File: src/rtl/mac_tree_seq_if.sv
// mac_tree_seq_if: bundles every non-clock/reset signal of the mac_tree_seq
// sequencer into one interface.
//
// Signal groups:
//   command : start, base_a, base_b, num_chunks, busy
//   sram    : rd_en, rd_addr_a, rd_addr_b, rd_data_a, rd_data_b
//   mac     : mac_a, mac_b, mac_acc_clr, mac_out
//   result  : result, result_valid, result_ready
//   debug   : dbg_state (current sequencer state)
//
// Modports:
//   slave  - the sequencer itself
//   master - the environment around it (command source, SRAMs, mac_tree,
//            result consumer)
interface mac_tree_seq_if #(
  parameter int VEC_LEN = 8,
  parameter int ADDR_W  = 10,
  parameter int LEN_W   = 16
);
  logic                    start;
  logic [ADDR_W-1:0]       base_a;
  logic [ADDR_W-1:0]       base_b;
  logic [LEN_W-1:0]        num_chunks;
  logic                    busy;

  logic                    rd_en;
  logic [ADDR_W-1:0]       rd_addr_a;
  logic [ADDR_W-1:0]       rd_addr_b;
  logic [32*VEC_LEN-1:0]   rd_data_a;
  logic [32*VEC_LEN-1:0]   rd_data_b;

  logic [32*VEC_LEN-1:0]   mac_a;
  logic [32*VEC_LEN-1:0]   mac_b;
  logic                    mac_acc_clr;
  logic [31:0]             mac_out;

  logic [31:0]             result;
  logic                    result_valid;
  logic                    result_ready;

  logic [2:0]              dbg_state;

  modport slave (
    input  start, base_a, base_b, num_chunks,
    input  rd_data_a, rd_data_b, mac_out, result_ready,
    output busy, rd_en, rd_addr_a, rd_addr_b,
    output mac_a, mac_b, mac_acc_clr,
    output result, result_valid, dbg_state
  );

  modport master (
    output start, base_a, base_b, num_chunks,
    output rd_data_a, rd_data_b, mac_out, result_ready,
    input  busy, rd_en, rd_addr_a, rd_addr_b,
    input  mac_a, mac_b, mac_acc_clr,
    input  result, result_valid, dbg_state
  );
endinterface

File: src/rtl/mac_tree_seq.sv
// mac_tree_seq: command-driven sequencer wrapped around mac_tree. For each
// command it fetches num_chunks operand words from two 1-cycle-latency SRAM
// ports, streams them into mac_tree, clears the accumulator beforehand, waits
// out the pipeline drain and returns mac_tree's output as one fp32 result.
//
// Ports:
//   clk  - clock, rising edge
//   rst  - asynchronous active-low reset
//   bus  - mac_tree_seq_if.slave (command, SRAM, mac_tree, result, debug)
//
// Result handshake: result/result_valid are held stable while result_valid=1
// and result_ready=0; the transfer happens on the rising edge where both are
// 1. result_ready while result_valid=0 is ignored. One command in flight.
module mac_tree_seq #(
  parameter int VEC_LEN   = 8,
  parameter int ADDR_W    = 10,
  parameter int LEN_W     = 16,
  parameter int DRAIN_LAT = 12
) (
  input logic           clk,
  input logic           rst,
  mac_tree_seq_if.slave bus
);
  localparam int DW    = 32 * VEC_LEN;
  localparam int CNT_W = $clog2(DRAIN_LAT + 2);

  typedef enum logic [2:0] {IDLE, CLR, FETCH, DRAIN, HOLD} state_t;

  state_t            state;
  logic              rd_en_r;
  logic [ADDR_W-1:0] rd_addr_a_r;
  logic [ADDR_W-1:0] rd_addr_b_r;
  logic              data_vld;
  logic [DW-1:0]     mac_a_r;
  logic [DW-1:0]     mac_b_r;
  logic              acc_clr_r;
  logic [31:0]       result_r;
  logic              result_valid_r;
  logic [LEN_W-1:0]  remaining;
  logic [CNT_W-1:0]  drain_cnt;

  always_ff @(posedge clk or negedge rst) begin
    if (!rst) begin
      state          <= IDLE;
      rd_en_r        <= 1'b0;
      rd_addr_a_r    <= '0;
      rd_addr_b_r    <= '0;
      data_vld       <= 1'b0;
      mac_a_r        <= '0;
      mac_b_r        <= '0;
      acc_clr_r      <= 1'b0;
      result_r       <= '0;
      result_valid_r <= 1'b0;
      remaining      <= '0;
      drain_cnt      <= '0;
    end else begin
      // SRAM data lands one cycle after rd_en; lanes carry zeros whenever no
      // chunk is in flight so the free-running accumulator adds nothing.
      data_vld  <= rd_en_r;
      mac_a_r   <= data_vld ? bus.rd_data_a : '0;
      mac_b_r   <= data_vld ? bus.rd_data_b : '0;
      acc_clr_r <= 1'b0;

      case (state)
        IDLE: begin
          if (bus.start) begin
            // Address registers double as the latched base addresses.
            rd_addr_a_r <= bus.base_a;
            rd_addr_b_r <= bus.base_b;
            remaining   <= bus.num_chunks;
            acc_clr_r   <= 1'b1;
            state       <= CLR;
          end
        end
        CLR: begin
          if (remaining == '0) begin
            result_r       <= '0;
            result_valid_r <= 1'b1;
            state          <= HOLD;
          end else begin
            rd_en_r <= 1'b1;
            state   <= FETCH;
          end
        end
        FETCH: begin
          remaining <= remaining - LEN_W'(1);
          if (remaining == LEN_W'(1)) begin
            rd_en_r   <= 1'b0;
            // +1 covers the SRAM read cycle ahead of the data register.
            drain_cnt <= CNT_W'(DRAIN_LAT + 1);
            state     <= DRAIN;
          end else begin
            rd_addr_a_r <= rd_addr_a_r + ADDR_W'(1);
            rd_addr_b_r <= rd_addr_b_r + ADDR_W'(1);
          end
        end
        DRAIN: begin
          if (drain_cnt == '0) begin
            result_r       <= bus.mac_out;
            result_valid_r <= 1'b1;
            state          <= HOLD;
          end else begin
            drain_cnt <= drain_cnt - CNT_W'(1);
          end
        end
        HOLD: begin
          if (bus.result_ready) begin
            result_valid_r <= 1'b0;
            state          <= IDLE;
          end
        end
        default: state <= IDLE;
      endcase
    end
  end

  assign bus.busy         = (state != IDLE);
  assign bus.rd_en        = rd_en_r;
  assign bus.rd_addr_a    = rd_addr_a_r;
  assign bus.rd_addr_b    = rd_addr_b_r;
  assign bus.mac_a        = mac_a_r;
  assign bus.mac_b        = mac_b_r;
  assign bus.mac_acc_clr  = acc_clr_r;
  assign bus.result       = result_r;
  assign bus.result_valid = result_valid_r;
  assign bus.dbg_state    = state;
endmodule
File: src/flat_wrapper.sv
// flat-port wrapper written by rule: the top's interface ports become plain ports
module mac_tree_seq_flat 
#(
  parameter int VEC_LEN   = 8,
  parameter int ADDR_W    = 10,
  parameter int LEN_W     = 16,
  parameter int DRAIN_LAT = 12
)
  (clk, rst, bus_start, bus_base_a, bus_base_b, bus_num_chunks, bus_rd_data_a, bus_rd_data_b, bus_mac_out, bus_result_ready, bus_busy, bus_rd_en, bus_rd_addr_a, bus_rd_addr_b, bus_mac_a, bus_mac_b, bus_mac_acc_clr, bus_result, bus_result_valid, bus_dbg_state);
  mac_tree_seq_if #(.VEC_LEN(VEC_LEN), .ADDR_W(ADDR_W), .LEN_W(LEN_W)) bus_i ();
  input logic clk;
  input logic rst;
  input wire logic [$bits(bus_i.start)-1:0] bus_start;
  input wire logic [$bits(bus_i.base_a)-1:0] bus_base_a;
  input wire logic [$bits(bus_i.base_b)-1:0] bus_base_b;
  input wire logic [$bits(bus_i.num_chunks)-1:0] bus_num_chunks;
  input wire logic [$bits(bus_i.rd_data_a)-1:0] bus_rd_data_a;
  input wire logic [$bits(bus_i.rd_data_b)-1:0] bus_rd_data_b;
  input wire logic [$bits(bus_i.mac_out)-1:0] bus_mac_out;
  input wire logic [$bits(bus_i.result_ready)-1:0] bus_result_ready;
  output wire logic [$bits(bus_i.busy)-1:0] bus_busy;
  output wire logic [$bits(bus_i.rd_en)-1:0] bus_rd_en;
  output wire logic [$bits(bus_i.rd_addr_a)-1:0] bus_rd_addr_a;
  output wire logic [$bits(bus_i.rd_addr_b)-1:0] bus_rd_addr_b;
  output wire logic [$bits(bus_i.mac_a)-1:0] bus_mac_a;
  output wire logic [$bits(bus_i.mac_b)-1:0] bus_mac_b;
  output wire logic [$bits(bus_i.mac_acc_clr)-1:0] bus_mac_acc_clr;
  output wire logic [$bits(bus_i.result)-1:0] bus_result;
  output wire logic [$bits(bus_i.result_valid)-1:0] bus_result_valid;
  output wire logic [$bits(bus_i.dbg_state)-1:0] bus_dbg_state;
  assign bus_i.start = bus_start;
  assign bus_i.base_a = bus_base_a;
  assign bus_i.base_b = bus_base_b;
  assign bus_i.num_chunks = bus_num_chunks;
  assign bus_i.rd_data_a = bus_rd_data_a;
  assign bus_i.rd_data_b = bus_rd_data_b;
  assign bus_i.mac_out = bus_mac_out;
  assign bus_i.result_ready = bus_result_ready;
  assign bus_busy = bus_i.busy;
  assign bus_rd_en = bus_i.rd_en;
  assign bus_rd_addr_a = bus_i.rd_addr_a;
  assign bus_rd_addr_b = bus_i.rd_addr_b;
  assign bus_mac_a = bus_i.mac_a;
  assign bus_mac_b = bus_i.mac_b;
  assign bus_mac_acc_clr = bus_i.mac_acc_clr;
  assign bus_result = bus_i.result;
  assign bus_result_valid = bus_i.result_valid;
  assign bus_dbg_state = bus_i.dbg_state;
  mac_tree_seq #(.VEC_LEN(VEC_LEN), .ADDR_W(ADDR_W), .LEN_W(LEN_W), .DRAIN_LAT(DRAIN_LAT)) u_core (.clk(clk), .rst(rst), .bus(bus_i));
endmodule
File: config.mk
export PLATFORM = sky130hd
export DESIGN_NAME = mac_tree_seq_flat
export DESIGN_NICKNAME = d
export VERILOG_FILES = /design/src/rtl/mac_tree_seq_if.sv /design/src/rtl/mac_tree_seq.sv /design/src/flat_wrapper.sv
export SDC_FILE = /design/constraint.sdc
export NUM_CORES = 1
export LEC_CHECK = 0
export CORE_AREA = 2 2 447 449
export CTS_BUF_LIST = sky130_fd_sc_hd__clkbuf_8
export DETAILED_ROUTE_END_ITERATION = 8
export DIE_AREA = 0 0 449 451
export DONT_BUFFER_PORTS = 1
export SYNTH_ARGS = -nofsm -noshare
export SYNTH_HDL_FRONTEND = slang
export SYNTH_SLANG_ARGS = --single-unit
File: constraint.sdc
create_clock -name clk -period 2.3 [get_ports clk]
set_input_delay 0.46 -clock clk [delete_from_list [all_inputs] [get_ports clk]]
set_output_delay 0.46 -clock clk [all_outputs]
set_load 0.005 [all_outputs]
==> results of run 1 <==
==> path summary, 6_finish.rpt <==
kind | from | end | slack, ns
worst max-delay path | u_core.bus.dbg_state[1]$_DFFE_PN0P_ | bus_busy | 0.006
worst min-delay path | rst | u_core.bus.result[4]$_DFFE_PN0P_ | -0.71
worst max register to register | u_core.bus.dbg_state[1]$_DFFE_PN0P_ | u_core.bus.rd_addr_b[6]$_DFFE_PN0P_ | 0.13
worst min register to register | u_core.remaining[11]$_DFFE_PN0P_ | u_core.remaining[11]$_DFFE_PN0P_ | 0.52
max in group asynchronous | rst | u_core.bus.mac_a[129]$_DFF_PN0_ | 1.11
min in group clk | bus_rd_data_a[103] | u_core.bus.mac_a[103]$_DFF_PN0_ | 0.25
==> state kept, by name, indices dropped and copies added, names as in the netlist <==
| register | flops |
|---|---|
| u_core.bus.mac_a | 256 |
| u_core.bus.mac_b | 256 |
| u_core.bus.result | 32 |
| u_core.remaining | 16 |
| u_core.bus.rd_addr_a | 10 |
| u_core.bus.rd_addr_b | 10 |
| u_core.drain_cnt | 4 |
| u_core.bus.dbg_state | 3 |
| u_core.bus.mac_acc_clr | 1 |
| u_core.bus.rd_en | 1 |
| u_core.bus.result_valid | 1 |
| u_core.data_vld | 1 |
==> worst reg2reg max path: cells and delay by family (launching register included) <==
kind            cells  cell delay (ns)
buf+inv             3             0.37
simple gates        3             0.86
flops               1             0.41
compound gates      2             0.43
==> power groups by stage <==
stage	combinational (W)	sequential [W]	clock, W
after global placement	0.00283	0.0136	0
after detailed placement	0.00292	0.0136	0
final	0.00439	0.0134	0.0123
after global routing	0.00480	0.0135	0.0132
after CTS	0.00422	0.0134	0.0127
after floorplan	0.00208	0.0125	0
==> metrics by stage <==
step | power (W) | hold WS [ns]
global route | 0.0315 | -0.820
floorplan | 0.0145 | 0.164
finish | 0.0300 | -0.710
global placement | 0.0165 | 0.191
CTS | 0.0303 | -0.813
detailed placement | 0.0165 | 0.193
==> cells in the final DEF, fill, tap and decap left out, types with 22 or more instances in the layout <==
master and count:
clkinv_2 22, and2_1 513, buf_4 26, nor2_1 34
clkbuf_8 145, nand2_1 34, dlygate4sd3_1 582, dfrtp_1 588
a22o_1 32, inv_1 28, diode_2 102
==> layer usage <==
layer  GRT usage  up-vias  wire length [microns]
li1            -     6105                      -
met1       0.152     7710                  52400
met2       0.237     1218                  72600
met3      0.0770      468                  17900
met4      0.0553      134                   6350
met5           0        -                    785
==> what timing repair did <==
action,in CTS,in global routing
resized for setup,6,0
setup buffers,4,1
pin swaps,1,1
endpoints found under the setup margin,1,4
cloned,1,0
endpoints found under the hold margin,1174,417
==> final cells by class <==
cell class	count	area, sq um
Fill cell	21900	166000
Clock buffer	145	2000
Antenna cell	102	255
Timing Repair Buffer	618	6240
Inverter	7	31.3
Clock inverter	66	636
Sequential cell	591	14800
Tap cell	2656	3320
Multi-Input combinational cell	767	4880
==> cells by family after synthesis <==
| group | count (synthesis) |
|---|---|
| adder cells (fa/ha/maj) | 6 |
| AND/OR/NAND/NOR | 642 |
| multiplexers | 1 |
| XOR/XNOR | 5 |
| buffers and inverters | 87 |
| flip-flops | 591 |
| AO/OA/AOI/OAI | 113 |
==> summary.txt, run 1 <==
Power and ir drop
  • Sequential power share: 0.445
  • Sw frac: 0.317
  • Lkg Pwr: 12.8 nW
  • Worst VDD drop: 0.613 mV
  • Sw Pwr: 0.00951 W
  • Clock power share: 0.409
  • Power Internal: 0.0205 W
  • Pwr/cell area: 934 nW/um^2
  • Comb pwr share: 0.146

Global route
  • Largest net degree at the start of global routing: 592
  • Vias in the first global route: 15.6k
  • Initial antenna violation count: 266
  • First-pass GRT wire length: 186 mm
  • GRT Residual Overflow: 0
  • Gr usage total: 0.143

CTS
  • Num CTS Buffers: 113
  • Clk slew on worst S/H paths: 0.06 ns
  • Max Buffers Root-to-Sink: 3
  • Sink Count: 591
  • Root buf cell: clkbuf_8
  • H-tree Lvls: 3
  • CTS tree: built
  • Hold buffer count at cts: 582
  • Clk_lat worst skew: 0.87 ns

Drt
  • Vias: 15.6k
  • Vias per inst: 3.16
  • DR WL/cell: 30.3 microns
  • DRC errors left: 0
  • 1st-iter DRT viols: 1,288
  • Drt pass-1 iters: 5
  • DRT Wirelength: 150 mm
  • Antenna viol nets, final: 0

Logic synthesis
  • Synthesized net count: 2,035
  • Synth Area in Compound Gates: 0.0420
  • Seq/Total Area, Yosys: 0.739
  • Yosys top cell by area: dfrtp_1
  • Cell with the most instances after synthesis: dfrtp_1
  • Share of async-settable or async-resettable flops after synthesis: 1.00
  • Adder-Cell Fraction of Synth Area: 0.00375
  • Synth area leaders: dfrtp_1 74%, and2_1 16%, a22o_1 1.4%
  • Post-synth top flop: dfrtp_1
  • Synth Area in Simple Gates: 0.195
  • EDFF count, synth: 0
  • Ys Warns: 0
  • Post-synth top cells: 591 x dfrtp_1, 513 x and2_1, 69 x clkbuf_1
  • Synth cell types: 53
  • Main combinational cell family by area after synthesis: simple AND/OR/NAND/NOR gates
  • Synth Area in XOR/XNOR: 0.00219
  • Synthesized instance count: 1,445
  • Mux contribution to synthesized area: 0.000563
  • Post-Syn Area: 20,000 sq um
  • Yosys top cell area share: 0.739
  • FF+latch count, synth: 591
  • Avg Synthesized Cell Area: 13.9 sq um

Placement
  • Placed standard-cell area: 23,300 sq um
  • Port buffer count: 0
  • GPL Wtd Cong: 1.31
  • Dpl ws: 0.203 ns
  • Placed Cells: 4,048
  • Post-DP HPWL: 122 mm

Timing
  • Slew HR: 0.368
  • Worst Max-Slew Pin Slew: 0.947 ns
  • Worst hold slack: -0.710 ns
  • Period utilisation layout: 0.997
  • Setup TNS: 0 ns
  • F_max: 436 MHz
  • Final setup violation count: 0
  • Final setup margin: 0.00594 ns
  • Minimum clock period: 2.29 ns
  • Final Hold Viols: 417
  • Max Slew Vio Count: 0
  • Layout Skew: 0.0614 ns
  • Unrepaired setup endpoints after global routing: true

Final layout
  • P&R area growth vs syn: 60.6%
  • Fraction of layout cells with a size suffix above 1: 0.110
  • Layout net count: 2,688
  • Fin cells: 4,952
  • Finished layout cell area: 32,200 sq um
  • Fin util: 0.162

Setup path
  • CP required: 1.84 ns
  • Startpoint Class: flip-flop
  • FF-to-FF path depth: 8
  • Crit Path Max Fanout: 5
  • Slowest-stage cell, CP: dfrtp_1
  • Worst path bufs/invs: 1
  • Crit-path cells: buf_8 -> or3_4
  • Max stage delay on crit path: 0.41 ns
  • CP Capture Type: primary output
  • WS Path Type: reg2out
  • WP depth: 2
  • Worst EP arrival: 1.83 ns
  • Delay-heaviest family, CP: flip-flops

Status
  • Status: finished with violations
  • Failing checks: hold timing

Floorplanning
  • CORE AREA: 198,000 sq um
  • Die Y-Extent: 451 microns
  • Rows: 164
  • Die Wd: 449 microns
  • Die area: 202,000 sq um
  • # IOs: 1,155
  • Initial Util: 0.101

Flow run
  • Max Cap Viol: 0

Worst hold path
  • Worst Hold Class: in2async
Note: power is estimated with default switching activity, not from simulation.
==> inputs of run 2 (changes only) <==
- clock period: 2.3 -> 2.89 ns (I/O delays scaled with it)
==> run 2 against run 1 <==
Compared with the run above:
- the flow now finishes without violations
- sequential power is 19% lower
- clock skew is 0.015 ns lower
- flip-flop and latch count stayed put
- register-to-register slack better by 0.30 ns
- design area is 0.21% lower
- power is 20% lower
- first-iteration DRC count is 7.4% higher
- global-route usage hardly changed
- largest cell class unchanged
- highest routed layer unchanged
==> summary.txt, run 2 (synthesis results as in run 1) <==
Timing
  • Layout Skew: 0.0464 ns (-0.0150 ns)
  • Period utilisation layout: 0.853
  • Unrepaired setup endpoints after global routing: false
  • Minimum clock period: 2.46 ns
  • Worst hold slack: 0.349 ns (+1.06 ns)
  • Final setup violation count: 0 (unchanged)
  • Max Slew Vio Count: 0 (unchanged)
  • Worst Max-Slew Pin Slew: 0.946 ns (-0.00167 ns)
  • Final Hold Viols: 0 (-100%)
  • F_max: 406 MHz
  • Slew HR: 0.370 (+0.00112)

Final layout
  • P&R area growth vs syn: 60.3%
  • Fraction of layout cells with a size suffix above 1: 0.104 (-0.00572)
  • Most frequent cells in the layout: 590 x dfrtp_1, 583 x dlygate4sd3_1, 513 x and2_1
  • Commonest non-fill, non-tap cell in the layout: dfrtp_1
  • Fin cells: 4,930 (-0.44%)
  • Layout net count: 2,673 (-0.56%)

Setup path
  • Worst EP arrival: 3.20 ns (+1.37 ns)
  • CP required: 3.63 ns (+1.79 ns)
  • Max stage delay on crit path: 0.55 ns (+0.14 ns)
  • CP Capture Type: flip-flop
  • Slowest-stage cell, CP: nor4_1
  • Delay-heaviest family, CP: simple AND/OR/NAND/NOR gates
  • WS Path Type: reg2reg
  • Crit-path cells: nor4_1 -> nand2_1 -> o211a_1 -> nand3b_4 -> a22o_1
  • Crit Path Max Fanout: 34 (+29)
  • Startpoint Class: flip-flop
  • Worst path bufs/invs: 0 (-1)

Global route
  • Gr usage total: 0.143 (-0.000170)
  • Largest net degree at the start of global routing: 204 (-66%)
  • Initial antenna violation count: 233 (-12%)
  • Vias in the first global route: 15.6k (+0.032%)
  • First-pass GRT wire length: 185 mm (-0.14%)
  • GRT Residual Overflow: 0 (unchanged)

Power and ir drop
  • Pwr/cell area: 750 nW/um^2 (-20%)
  • Worst VDD drop: 0.518 mV (-15%)
  • Lkg Pwr: 12.8 nW (-0.35%)

Placement
  • Port buffer count: 0 (unchanged)
  • Placed Cells: 4,040 (-0.20%)
  • GPL Wtd Cong: 1.31 (+0.41%)
  • Post-DP HPWL: 123 mm (+0.92%)

Drt
  • DR WL/cell: 30.4 microns (+0.46%)
  • Vias per inst: 3.17 (+0.36%)
  • 1st-iter DRT viols: 1,383 (+7.4%)
  • DRT Wirelength: 150 mm (about the same)
  • Antenna viol nets, final: 0 (unchanged)
  • DRC errors left: 0 (unchanged)
  • Drt pass-1 iters: 5 (unchanged)
  • Vias: 15.6k (-0.083%)

Floorplanning
  • CORE AREA: 198,000 sq um (unchanged)
  • Die Y-Extent: 451 microns (unchanged)
  • Initial Util: 0.101 (unchanged)
  • # IOs: 1,155 (unchanged)
  • Die Wd: 449 microns (unchanged)
  • Die area: 202,000 sq um (unchanged)
  • Rows: 164 (unchanged)

CTS
  • Max Buffers Root-to-Sink: 3 (unchanged)
  • Post-CTS Setup Bufs: 0 (-4)
  • Num CTS Buffers: 111 (-1.8%)
  • CTS tree: built
  • H-tree Lvls: 3 (unchanged)
  • Root buf cell: clkbuf_8
  • Clk_lat worst skew: 0.89 ns (+0.02 ns)
  • Clk slew on worst S/H paths: 0.07 ns (about the same)
  • Post-CTS Resized: 0 (-6)
  • Sink Count: 591 (unchanged)

Worst hold path
  • Worst Hold Class: in2reg

Status
  • Status: finished clean

Flow run
  • Max Cap Viol: 0 (unchanged)
## run 2: final cells by class
type | count | area [sq um]
well taps | 2656 | 3320
repair buffers | 605 | 6160
flip-flops and latches | 591 | 14800
multi-input cells | 767 | 4880
clock buffers | 130 | 1790
diodes | 94 | 235
inverters | 7 | 31.3
fillers | 21800 | 166000
clock inverters | 80 | 887
## run 2: timing repair
action	4_1_cts	5_1_grt
hold buffers	585	0
setup endpoints to repair	0	154
endpoints found under the hold margin	866	0
## run 2: routing by layer
layer / track usage / part of all wire / up-vias
met1: 0.154 / 0.35 / 7723
met2: 0.229 / 0.47 / 1300
met4: 0.0695 / 0.054 / 112
met3: 0.0740 / 0.12 / 408
li1: - / - / 6079
met5: 0.00450 / 0.0056 / -
## run 2: worst reg2reg max path: stages (launching register included)
cell	delay, ns
dfrtp_1	0.43
nor4_1	0.55
nand2_1	0.21
o211a_1	0.32
nand3b_4	0.44
a22o_1	0.37
## run 2: final timing paths
check                                                      start                                 to  slack [ns]  cells past startpoint
worst max-delay path             u_core.remaining[8]$_DFFE_PN0P_  u_core.bus.result[14]$_DFFE_PN0P_        0.43                      5
worst min-delay path                          bus_rd_data_a[118]    u_core.bus.mac_a[118]$_DFF_PN0_        0.35                      2
worst max register to register   u_core.remaining[8]$_DFFE_PN0P_  u_core.bus.result[14]$_DFFE_PN0P_        0.43                      5
worst min register to register  u_core.remaining[11]$_DFFE_PN0P_   u_core.remaining[11]$_DFFE_PN0P_        0.51                      1
max in group asynchronous                                    rst     u_core.bus.mac_b[35]$_DFF_PN0_        0.59                      5
min in group asynchronous                                    rst   u_core.bus.result[8]$_DFFE_PN0P_        0.41                      3
## run 2: stage by stage
step | setup WS, ns | utilization | power [W] | TNS, ns | cell area, sq um
2_1_floorplan | 0.894 | - | 0.0116 | 0 | 20000
3_3_place_gp | 0.589 | 0.117 | 0.0131 | 0 | 23200
3_5_place_dp | -0.0596 | 0.117 | 0.0133 | -5.19 | 23300
4_1_cts | 0.172 | 0.161 | 0.0245 | 0 | 31800
5_1_grt | 0.242 | 0.161 | 0.0252 | 0 | 32000
6_report | 0.426 | 0.162 | 0.0241 | 0 | 32100
## run 2: where the power goes
part / switching [W] / internal (W)
logic: 0.00170 / 0.00149
registers: 0.00164 / 0.00920
clock network: 0.00439 / 0.00565
total: 0.00772 / 0.0163
==> inputs of run 3 (changes only) <==
- CORE_AREA: 2 2 447 449 -> 2 2 448 450
- DIE_AREA: 0 0 449 451 -> 0 0 450 452
- GPL_TIMING_DRIVEN: default -> 0
==> run 3 against run 2 <==
Compared with the run above:
- critical path depth is 3 lower
- design area is 0.35% lower
- first-iteration DRC count is 21% higher
- largest cell class unchanged
- cell count is 1.4% higher
- flip-flop and latch count stayed put
- global-route usage is 0.93 points higher
- routed wire length is 7.3% higher
- largest power group unchanged
- power is 4.2% lower
- clock skew is 0.0034 ns higher
==> summary.txt, run 3 (synthesis results as in run 1) <==
Power and ir drop
  • Comb pwr share: 0.155 (+0.022)
  • Worst VDD drop: 0.484 mV (-6.5%)
  • Lkg Pwr: 12.7 nW (-0.88%)
  • Clock power share: 0.383 (-0.034)
  • Power Internal: 0.0155 W (-5.0%)
  • Sw Pwr: 0.00753 W (-2.5%)
  • Pwr/cell area: 721 nW/um^2 (-3.9%)
  • Sequential power share: 0.462 (+0.012)
  • Sw frac: 0.327 (+0.00561)
  • Overall power: 0.0230 W (-4.2%)

Timing
  • Worst Max-Slew Pin Slew: 0.977 ns (+0.0312 ns)
  • F_max: 378 MHz (-6.8%)
  • Unrepaired setup endpoints after global routing: false
  • Final Hold Viols: 0 (unchanged)
  • Final setup violation count: 0 (unchanged)
  • Minimum clock period: 2.64 ns (+0.180 ns)
  • Max Slew Vio Count: 0 (unchanged)
  • Slew HR: 0.349 (-0.0208)
  • Period utilisation layout: 0.915 (+0.0623)
  • Layout Skew: 0.0498 ns (+0.00340 ns)

Final layout
  • Fraction of layout cells with a size suffix above 1: 0.0893 (-0.0148)
  • Commonest non-fill, non-tap cell in the layout: dfrtp_1
  • P&R area growth vs syn: 59.7%
  • Fin util: 0.161 (-0.000895)
  • Fillers: 22.0k (+0.75%)
  • Layout net count: 2,733 (+2.2%)
  • Most frequent cells in the layout: 591 x dfrtp_1, 582 x dlygate4sd3_1, 513 x and2_1
  • Area of the multi-input gates: 4870 sq um (about the same)
  • Storage element area: 14,800 sq um (about the same)

Drt
  • 1st-iter DRT viols: 1,674 (+21%)
  • Drt pass-1 iters: 5 (unchanged)
  • DR WL/cell: 32.2 microns (+5.7%)
  • Vias: 16.5k (+5.8%)
  • DRT Wirelength: 161 mm (+7.3%)
  • Antenna viol nets, final: 0 (unchanged)
  • DRC errors left: 0 (unchanged)
  • Vias per inst: 3.30 (+4.3%)

Setup path
  • CP required: 2.31 ns (-1.32 ns)
  • Slowest-stage cell, CP: or3_1
  • Crit Path Max Fanout: 10 (-71%)
  • Reg-to-reg slack, setup: 0.31 ns (-0.12 ns)
  • Worst EP arrival: 2.07 ns (-1.13 ns)
  • Reg-to-reg startpoint: u_core.bus.dbg_state[2]$_DFFE_PN0P_
  • Startpoint Class: flip-flop
  • End of the critical path: bus_busy
  • Crit-path cells: buf_2 -> or3_1
  • Worst reg2reg endpoint: u_core.bus.rd_addr_a[6]$_DFFE_PN0P_
  • CP Capture Type: primary output
  • Max stage delay on crit path: 0.51 ns (-0.04 ns)
  • WS Path Type: reg2out
  • FF-to-FF path depth: 7 (+2)
  • Crit. Startpoint: u_core.bus.dbg_state[1]$_DFFE_PN0P_

Floorplanning
  • Initial Util: 0.101 (-0.000209)
  • Die Y-Extent: 452 microns (+0.22%)
  • # IOs: 1,155 (unchanged)
  • Rows: 164 (unchanged)
  • CORE AREA: 199,000 sq um (+0.21%)
  • Die area: 203,000 sq um (+0.44%)
  • Die Wd: 450 microns (+0.22%)

Placement
  • Port buffer count: 0 (unchanged)
  • Post-DP HPWL: 136 mm (+9.8%)
  • GPL Wtd Cong: 1.38 (+4.9%)

Global route
  • Gr usage total: 0.152 (+0.00931)
  • Gr busiest metal: met2
  • Global Route met2 Usage: 0.251 (+0.0222)
  • First-pass GRT wire length: 197 mm (+6.2%)
  • Largest net degree at the start of global routing: 592 (+190%)
  • GRT Residual Overflow: 0 (unchanged)
  • Vias in the first global route: 16.1k (+3.5%)
  • M1 GR Usage: 0.158 (+0.00456)
  • Initial antenna violation count: 229 (-1.7%)
  • GR Util met3: 0.0874 (+0.0134)

CTS
  • Num CTS Buffers: 105 (-5.4%)
  • Clk_lat worst skew: 0.86 ns (-0.03 ns)
  • Sink Count: 591 (unchanged)
  • H-tree Lvls: 3 (unchanged)
  • Clk slew on worst S/H paths: 0.06 ns (about the same)
  • CTS tree: built
  • Root buf cell: clkbuf_8
  • Max Buffers Root-to-Sink: 3 (unchanged)

Worst hold path
  • Worst Hold Class: in2async

Flow run
  • Max Cap Viol: 0 (unchanged)

Status
  • Status: finished clean
run 3: cell type report:
cell class                      instances  area share
Antenna cell                          117     0.00916
Buffer                                 80      0.0103
Clock buffer                          135      0.0581
Clock inverter                         57      0.0151
Inverter                                7    0.000978
Multi-Input combinational cell        767       0.152
Sequential cell                       591       0.462
Tap cell                             2656       0.104
Timing Repair Buffer                  591       0.188
run 3: power by group through the flow:
| stage | clock, W | combinational, W | sequential [W] |
|---|---|---|---|
| 2_1_floorplan | 0 | 0.00166 | 0.00992 |
| 3_3_place_gp | 0 | 0.00236 | 0.0108 |
| 3_5_place_dp | 0 | 0.00239 | 0.0108 |
| 4_1_cts | 0.00904 | 0.00331 | 0.0107 |
| 5_1_grt | 0.00942 | 0.00383 | 0.0108 |
| 6_report | 0.00882 | 0.00357 | 0.0107 |
run 3: worst min path at each step:
stage / from / cells after the start / end
2_1_floorplan: rst / 0 / u_core.bus.dbg_state[0]$_DFFE_PN0P_
3_3_place_gp: rst / 0 / u_core.bus.mac_b[238]$_DFF_PN0_
3_5_place_dp: rst / 0 / u_core.bus.result[31]$_DFFE_PN0P_
4_1_cts: rst / 0 / u_core.bus.result[31]$_DFFE_PN0P_
5_1_grt: rst / 2 / u_core.bus.mac_b[238]$_DFF_PN0_
6_report: rst / 2 / u_core.bus.result[31]$_DFFE_PN0P_
run 3: routing by layer:
layer	share of wire	vias up	routed length (microns)
met5	0.0046	-	747
met4	0.044	100	7140
met3	0.13	476	20800
met2	0.48	1443	77300
met1	0.34	8270	55000
li1	-	6232	-
run 3: timing repair:
| action | CTS | global route |
|---|---|---|
| setup endpoints to repair | 3 | 3 |
| resized for setup | 2 | 0 |
| pin swaps | 0 | 1 |
| hold buffers | 581 | 2 |
| buffers inserted | 0 | 4 |
| endpoints found under the hold margin | 1173 | 397 |
run 3: metrics by stage:
step | hold WS (ns) | setup WS, ns | cells | cell area (sq um) | setup TNS (ns)
detailed placement | 0.303 | -0.0662 | 4102 | 23400 | -0.0727
global route | 0.237 | 0.125 | 4945 | 31800 | 0
finish | 0.287 | 0.246 | 5001 | 32000 | 0
floorplan | 0.282 | 0.894 | 1445 | 20000 | 0
global placement | 0.298 | -1.14 | 4101 | 23300 | -186.61
CTS | -0.697 | 0.0261 | 4875 | 31500 | 0
run 3: worst max-delay path, delay by kind of cell, from the launching register on:
family / cells / cell delay (ns)
simple gates: 1 / 0.51
flops: 1 / 0.48
buf+inv: 1 / 0.23
